## src/rtl/ks_seq_mult.sv

```systemverilog
// Digit-serial carry-less (GF(2)[x]) multiplier: W x W -> 2W-1 bits, one D-bit digit of b per cycle.
// Optional multiply-accumulate seeding from the previous result is enabled by defining KSM_MAC_EN.
//
// state | meaning
// IDLE  | waiting for operands, in_ready high
// BUSY  | folding one partial product per cycle into the accumulator
// DONE  | result held on d with out_valid until out_ready

module ks_seq_mult #(
   parameter int W = 16,
   parameter int D = 4
) (
   input  logic           clk,
   input  logic           rst_n,
   input  logic           in_valid,
   output logic           in_ready,
   input  logic [W-1:0]   a,
   input  logic [W-1:0]   b,
`ifdef KSM_MAC_EN
   input  logic           acc,
`endif
   output logic           out_valid,
   input  logic           out_ready,
   output logic [2*W-2:0] d,
   output logic           busy
);

   localparam int N  = W / D;
   localparam int KW = (N > 1) ? $clog2(N) : 1;
   localparam int AW = 2 * W - 1;
   localparam int PW = W + D - 1;

   typedef enum logic [1:0] {IDLE, BUSY, DONE} state_t;

   state_t         state, state_nxt;
   logic [W-1:0]   a_r, b_r;
   logic [AW-1:0]  acc_r, acc_nxt, seed;
   logic [KW-1:0]  k;
   logic [D-1:0]   digit;
   logic [PW-1:0]  pp;
   logic           last;

   assign last = (k == KW'(N - 1));

   always_ff @(posedge clk or negedge rst_n) begin
      if (!rst_n) state <= IDLE;
      else        state <= state_nxt;
   end

   always_comb begin
      state_nxt = state;
      case (state)
         IDLE:    if (in_valid)  state_nxt = BUSY;
         BUSY:    if (last)      state_nxt = DONE;
         DONE:    if (out_ready) state_nxt = IDLE;
         default:                state_nxt = IDLE;
      endcase
   end

   assign in_ready  = (state == IDLE);
   assign out_valid = (state == DONE);
   assign busy      = (state != IDLE);

   // Schoolbook a * digit over GF(2); bit-exact with the XOR-of-AND definition.
   always_comb begin
      digit = D'(b_r >> (k * D));
      pp    = '0;
      for (int j = 0; j < D; j++) begin
         if (digit[j]) pp = pp ^ (PW'(a_r) << j);
      end
      acc_nxt = acc_r ^ (AW'(pp) << (k * D));
   end

`ifdef KSM_MAC_EN
   assign seed = acc ? d : '0;
`else
   assign seed = '0;
`endif

   // d is a separate register so it stays stable through the next operation and can seed a MAC.
   always_ff @(posedge clk or negedge rst_n) begin
      if (!rst_n) begin
         a_r   <= '0;
         b_r   <= '0;
         acc_r <= '0;
         k     <= '0;
         d     <= '0;
      end else begin
         case (state)
            IDLE: begin
               if (in_valid) begin
                  a_r   <= a;
                  b_r   <= b;
                  k     <= '0;
                  acc_r <= seed;
               end
            end
            BUSY: begin
               acc_r <= acc_nxt;
               k     <= k + KW'(1);
               if (last) d <= acc_nxt;
            end
            default: ;
         endcase
      end
   end

endmodule
```

## config.mk

```make
export PLATFORM = sky130hd
export DESIGN_NAME = ks_seq_mult
export DESIGN_NICKNAME = d
export VERILOG_FILES = /design/src/rtl/ks_seq_mult.sv
export SDC_FILE = /design/constraint.sdc
export NUM_CORES = 1
export LEC_CHECK = 0
export CAP_MARGIN = 5
export CORE_UTILIZATION = 33
export DETAILED_ROUTE_END_ITERATION = 16
export HOLD_SLACK_MARGIN = 0.1
export SYNTH_ARGS = -nofsm -noshare
export SYNTH_HDL_FRONTEND = slang
export SYNTH_SLANG_ARGS = --single-unit
```

## constraint.sdc

```tcl
create_clock -name clk -period 7.37 [get_ports clk]
set_input_delay 1.474 -clock clk [delete_from_list [all_inputs] [get_ports clk]]
set_output_delay 1.474 -clock clk [all_outputs]
set_load 0.1 [all_outputs]
```

# Word level (Yosys, flattened, before mapping)
# Index checks and enable logic that the tools add are counted.
# totals
memories	0
latchBits	0
register_bits	98
romBits	0
elab_cells	38
ramBits	0
# op_classes
n_mul	0
div_mod_pow	0
mux	12
add_sub_neg	1
n_bitwise	4
n_eq_ne	6
order_cmp	0
reduce_logical	7
n_shift	2
# ops
op	count
$pmux W31 S2	1
$mux W19	3
$mux W31	1
$shl A19 B4 Y31	1
$xor A31 B31 Y31	1
$xor A19 B17 Y19	1
$xor A19 B18 Y19	1
$xor A19 B19 Y19	1
$mux W16	1
$shr A16 B4 Y4	1
$mux W2	4
$pmux W2 S3	1
$reduce_and A2 Y1	3
$eq A2 B2 Y1 const B	2
$ne A2 B2 Y1 const B	2
$pmux W2 S2	1
$reduce_bool A2 Y1	2
$reduce_and A3 Y1	1
$add A2 B1 Y2 const B	1
$eq A2 B1 Y1 const B	1
$logic_not A2 Y1	1
$ne A2 B1 Y1 const B	1

# Longest topological paths before layout
# logic_depth
ltp_word	11
depth_mapped	9
mapped_depth_nobuf	7

# Worst setup path before layout
# Ideal clock, no wire load.
# synth_timing
path_kind	flip-flop to output port
from	register state[0]
to	output port busy
stages_incl_launch_ff	3
path_slack_ns	3.228
arrival_ns	2.668
cell_sequence	dfrtp_1 > nor2_1 > inv_1
# synth_via
elab_chain_len	1
# synth_lines
element	line	text
start, declared	35	state_t state, state_nxt;
start signal, assigned	47	else state <= state_nxt;
$reduce_bool A2 Y1	62	assign busy = (state != IDLE);
end, declared	25	output logic busy
# No other way between the ends.

# Worst setup path in the final report
# layout_timing
from	register state[0]
to	output port in_ready
# layout_via
elab_chain_len	1
# layout_lines
element	line	text
$logic_not A2 Y1	60	assign in_ready = (state == IDLE);
end, declared	16	output logic in_ready,
# No other way between the ends.

==> impl_metrics.prom <==
# TYPE chip_impl_metric gauge
chip_impl_info{name="status",value="completed"} 1
chip_impl_metric{name="post_synth_num_cell_types",unit=""} 60
chip_impl_metric{name="route.met2.wl",unit="µm"} 6725
chip_impl_metric{name="post-cts-setup-buffers",unit=""} 0
chip_impl_metric{name="groute.usage.overall",unit=""} 0.1721
chip_impl_metric{name="route.final.wire_length",unit="µm"} 14690
chip_impl_metric{name="clock_tree.htree_level_count",unit=""} 3
chip_impl_info{name="worst_hold_path_type",value="reg -> reg"} 1
chip_impl_metric{name="grt_pass1_wl",unit="µm"} 24280
chip_impl_metric{name="slew-limit-headroom",unit=""} 0.3468
chip_impl_metric{name="holdBufCountCts",unit=""} 0
chip_impl_metric{name="num-nets-final",unit=""} 757
chip_impl_metric{name="grt_overflow",unit=""} 0
chip_impl_metric{name="total_cell_area_at_the_placement_stage",unit="µm²"} 6703
chip_impl_metric{name="die_width",unit="µm"} 135.3
chip_impl_metric{name="drtAntennaViolNets",unit=""} 0
chip_impl_info{name="worst_setup_path_class",value="reg -> out"} 1
chip_impl_info{name="rr_endpoint",value="d[11]$_DFFE_PN0P_"} 1
chip_impl_metric{name="synthSimpleGateAreaFrac",unit=""} 0.1962
chip_impl_metric{name="fillCellCount",unit=""} 1784
chip_impl_metric{name="critical_path_arrival",unit="ns"} 2.15
chip_impl_metric{name="synthMuxAreaShare",unit=""} 0.04207
chip_impl_metric{name="fin_worst_skew",unit="ns"} 0.01193
chip_impl_metric{name="clock_tree.buffer_depth",unit=""} 2
chip_impl_metric{name="grt_max_degree",unit=""} 52
chip_impl_metric{name="worst-path-max-fanout",unit=""} 4
chip_impl_metric{name="finalCritPeriodShare",unit=""} 0.4924
chip_impl_info{name="rsz_0062_raised_after_global_routing",value="false"} 1
chip_impl_metric{name="worstPathRequired",unit="ns"} 5.90
chip_impl_metric{name="yosys_register_bits",unit=""} 98
chip_impl_info{name="top_signal_layer_used",value="met4"} 1
chip_impl_info{name="ctsRootBufferMaster",value="sky130_fd_sc_hd__clkbuf_16"} 1
chip_impl_metric{name="insertion_delay",unit="ns"} 0.36
chip_impl_metric{name="drive_gt1_frac",unit=""} 0.06639
chip_impl_info{name="cts_tree",value="built"} 1
chip_impl_metric{name="wl_met1",unit="µm"} 7090
chip_impl_metric{name="finalSetupTns",unit="ns"} 0
chip_impl_metric{name="io_buffers",unit=""} 69
chip_impl_info{name="critical_path.startpoint_type",value="flop"} 1
chip_impl_metric{name="finalSetupViolations",unit=""} 0
chip_impl_metric{name="met3_length",unit="µm"} 644
chip_impl_info{name="capturing_element_of_the_worst_setup_path",value="in_ready"} 1
chip_impl_metric{name="ioPinCount",unit=""} 70
chip_impl_metric{name="syn_area_per_cell",unit="µm²"} 8.732
chip_impl_metric{name="drc",unit=""} 0
chip_impl_metric{name="core_area",unit="µm²"} 17300
chip_impl_metric{name="synth_edf_count",unit=""} 0
chip_impl_metric{name="cts_num_sinks",unit=""} 98
chip_impl_metric{name="fin_crit",unit="ns"} 3.629
chip_impl_metric{name="final_cells",unit=""} 948
chip_impl_metric{name="r2r_setup_slack",unit="ns"} 4.25
chip_impl_metric{name="placementRows",unit=""} 48
chip_impl_metric{name="final-seq-area",unit="µm²"} 2452
chip_impl_info{name="synth_top_family_by_area",value="compound AO/OA/AOI/OAI gates"} 1
chip_impl_metric{name="clock_transition_time_at_the_flip_flop_clock_pins_of_the_worst_setup_and_hold_paths",unit="ns"} 0.06
chip_impl_metric{name="yosysSeqAreaShare",unit=""} 0.4185
chip_impl_info{name="timing.critical_path.to_type",value="output pin"} 1
chip_impl_metric{name="routed_wire_length_per_instance",unit="µm"} 15.49
chip_impl_metric{name="synth_compound_area_frac",unit=""} 0.1975
chip_impl_metric{name="final_max_slew_viol_count",unit=""} 0
chip_impl_metric{name="multi_input_comb_area",unit="µm²"} 3172
chip_impl_metric{name="tightestPinTransition",unit="ns"} 0.9768
chip_impl_metric{name="count_of_mapped_cells_out_of_synthesis",unit=""} 671
chip_impl_metric{name="tritoncts.num_buffers",unit=""} 9
chip_impl_metric{name="netlist_area",unit="µm²"} 5859
chip_impl_metric{name="insertedDiodeCount",unit=""} 0
chip_impl_metric{name="initial_utilization",unit=""} 0.3388
chip_impl_metric{name="reg2reg_depth",unit=""} 8
chip_impl_metric{name="routed_via_density",unit=""} 5.159
chip_impl_metric{name="dpl.cell_count",unit=""} 934
chip_impl_metric{name="first_pass_iters",unit=""} 4
chip_impl_metric{name="cts_resized",unit=""} 0
chip_impl_metric{name="async_flop_share",unit=""} 1.000
chip_impl_info{name="worst_r2r_startpoint",value="k[0]$_DFFE_PN0P_"} 1
chip_impl_metric{name="synthXorXnorAreaFrac",unit=""} 0.1034
chip_impl_metric{name="hpwl",unit="µm"} 10490
chip_impl_metric{name="first_drt_iteration_drcs",unit=""} 343
chip_impl_metric{name="drv.max_cap_violation_count",unit=""} 0
chip_impl_metric{name="synth-warning-count",unit=""} 0
chip_impl_metric{name="grt_antenna_before_repair",unit=""} 0
chip_impl_metric{name="grt_pass1_vias",unit=""} 4561
chip_impl_info{name="worst_setup_path_startpoint",value="state[0]$_DFFE_PN0P_"} 1
chip_impl_metric{name="die_height",unit="µm"} 135.3
chip_impl_info{name="yosys_most_used_dff",value="sky130_fd_sc_hd__dfrtp_1"} 1
chip_impl_metric{name="achievable-frequency",unit="GHz"} 0.2756
chip_impl_metric{name="synth_fa_ha_area_frac",unit=""} 0.002135
chip_impl_metric{name="final_hold_vios",unit=""} 0
chip_impl_metric{name="gp_congestion",unit=""} 0.8372
chip_impl_metric{name="floorplan_die_area",unit="µm²"} 18290
chip_impl_metric{name="fin_area",unit="µm²"} 6954
chip_impl_metric{name="syn_to_final_growth",unit="%"} 18.68
chip_impl_metric{name="syn-num-nets",unit=""} 708
chip_impl_metric{name="detailroute.via_count",unit=""} 4891
## cells in the mapped netlist, drive strengths merged, types with 3 or more instances
library cell,count,area share
nand2,197,0.13
dfrtp,98,0.42
o21ai,51,0.044
xnor2,38,0.068
clkbuf,28,0.018
o22ai,25,0.028
nor2,21,0.013
o31ai,19,0.024
a21oi,17,0.015
xor2,17,0.028
a31oi,14,0.015
buf,12,0.015
nand2b,12,0.013
inv,10,0.0064
mux2i,10,0.017
nand3,10,0.0085
nor3,9,0.0077
o211ai,8,0.010
mux4,6,0.023
a211oi,5,0.0090
a21bo,5,0.0085
a22o,5,0.0075
or3,5,0.0053
or4,5,0.0064
and2,4,0.0043
o21a,4,0.0051
a211o,3,0.0045
a21o,3,0.0038
and3,3,0.0032
o221ai,3,0.0045
## cell usage in the layout (no fill, tap or decap), drive strengths merged, types with 11 or more instances in the layout
| cell | count |
|---|---|
| nand2 | 197 |
| dfrtp | 98 |
| clkdlybuf4s50 | 68 |
| o21ai | 51 |
| xnor2 | 38 |
| o22ai | 25 |
| nor2 | 21 |
| o31ai | 19 |
| a21oi | 17 |
| xor2 | 17 |
| a31oi | 14 |
| nand2b | 12 |
| clkbuf | 11 |
## metrics by stage
step / setup WS (ns) / hold slack (ns) / util
3_5_place_dp: 4.038 / 0.4703 / 0.3875
3_3_place_gp: 4.094 / 0.4612 / 0.3875
2_1_floorplan: 3.228 / 0.4600 / -
4_1_cts: 3.719 / 0.4846 / 0.4021
5_1_grt: 3.640 / 0.4998 / 0.4021
6_report: 3.741 / 0.4784 / 0.4021
## registers in the layout, summed over array words and instances, names as in the netlist
signal  flops
d          31
acc_r      31
b_r        16
state       2
k           2
a_r        16
## critical path, stage by stage (launching register included)
cell and delay (ns):
sky130_fd_sc_hd__dfrtp_1 0.40, sky130_fd_sc_hd__nor2_1 0.22, sky130_fd_sc_hd__clkdlybuf4s50_1 1.18
## layout make-up
class                   count  area share
inverters                  11    0.005937
flip-flops and latches     98      0.3526
clock inverters             3    0.002699
multi-input cells         522      0.4561
repair buffers             78      0.1087
well taps                 225     0.04048
clock buffers              11     0.03347
## cells by family (layout without fill, tap and decap cells)
| group | Yosys count | after routing |
|---|---|---|
| flip-flops | 98 | 98 |
| adder cells (fa/ha/maj) | 1 | 1 |
| AO/OA/AOI/OAI | 175 | 175 |
| AND/OR/NAND/NOR | 272 | 272 |
| multiplexers | 17 | 17 |
| XOR/XNOR | 57 | 57 |
| buffers and inverters | 51 | 103 |
## worst min path at each step
stage | startpoint | to | cells after the start
5_1_grt | d[19]$_DFFE_PN0P_ | d[19]$_DFFE_PN0P_ | 2
3_5_place_dp | d[2]$_DFFE_PN0P_ | d[2]$_DFFE_PN0P_ | 2
4_1_cts | d[2]$_DFFE_PN0P_ | d[2]$_DFFE_PN0P_ | 2
2_1_floorplan | acc_r[4]$_DFFE_PN0P_ | acc_r[4]$_DFFE_PN0P_ | 1
3_3_place_gp | d[2]$_DFFE_PN0P_ | d[2]$_DFFE_PN0P_ | 2
6_report | d[2]$_DFFE_PN0P_ | d[2]$_DFFE_PN0P_ | 2
## layer usage
layer  global-route usage  vias up
met2               0.2587      105
met5                    0        -
met4              0.05618        0
met3              0.04227       17
li1                     -     2436
met1               0.2411     2333
Power is left out: the tool's default activity adds up to more than one toggle a clock period on the data nets, which glitch-free logic cannot reach.
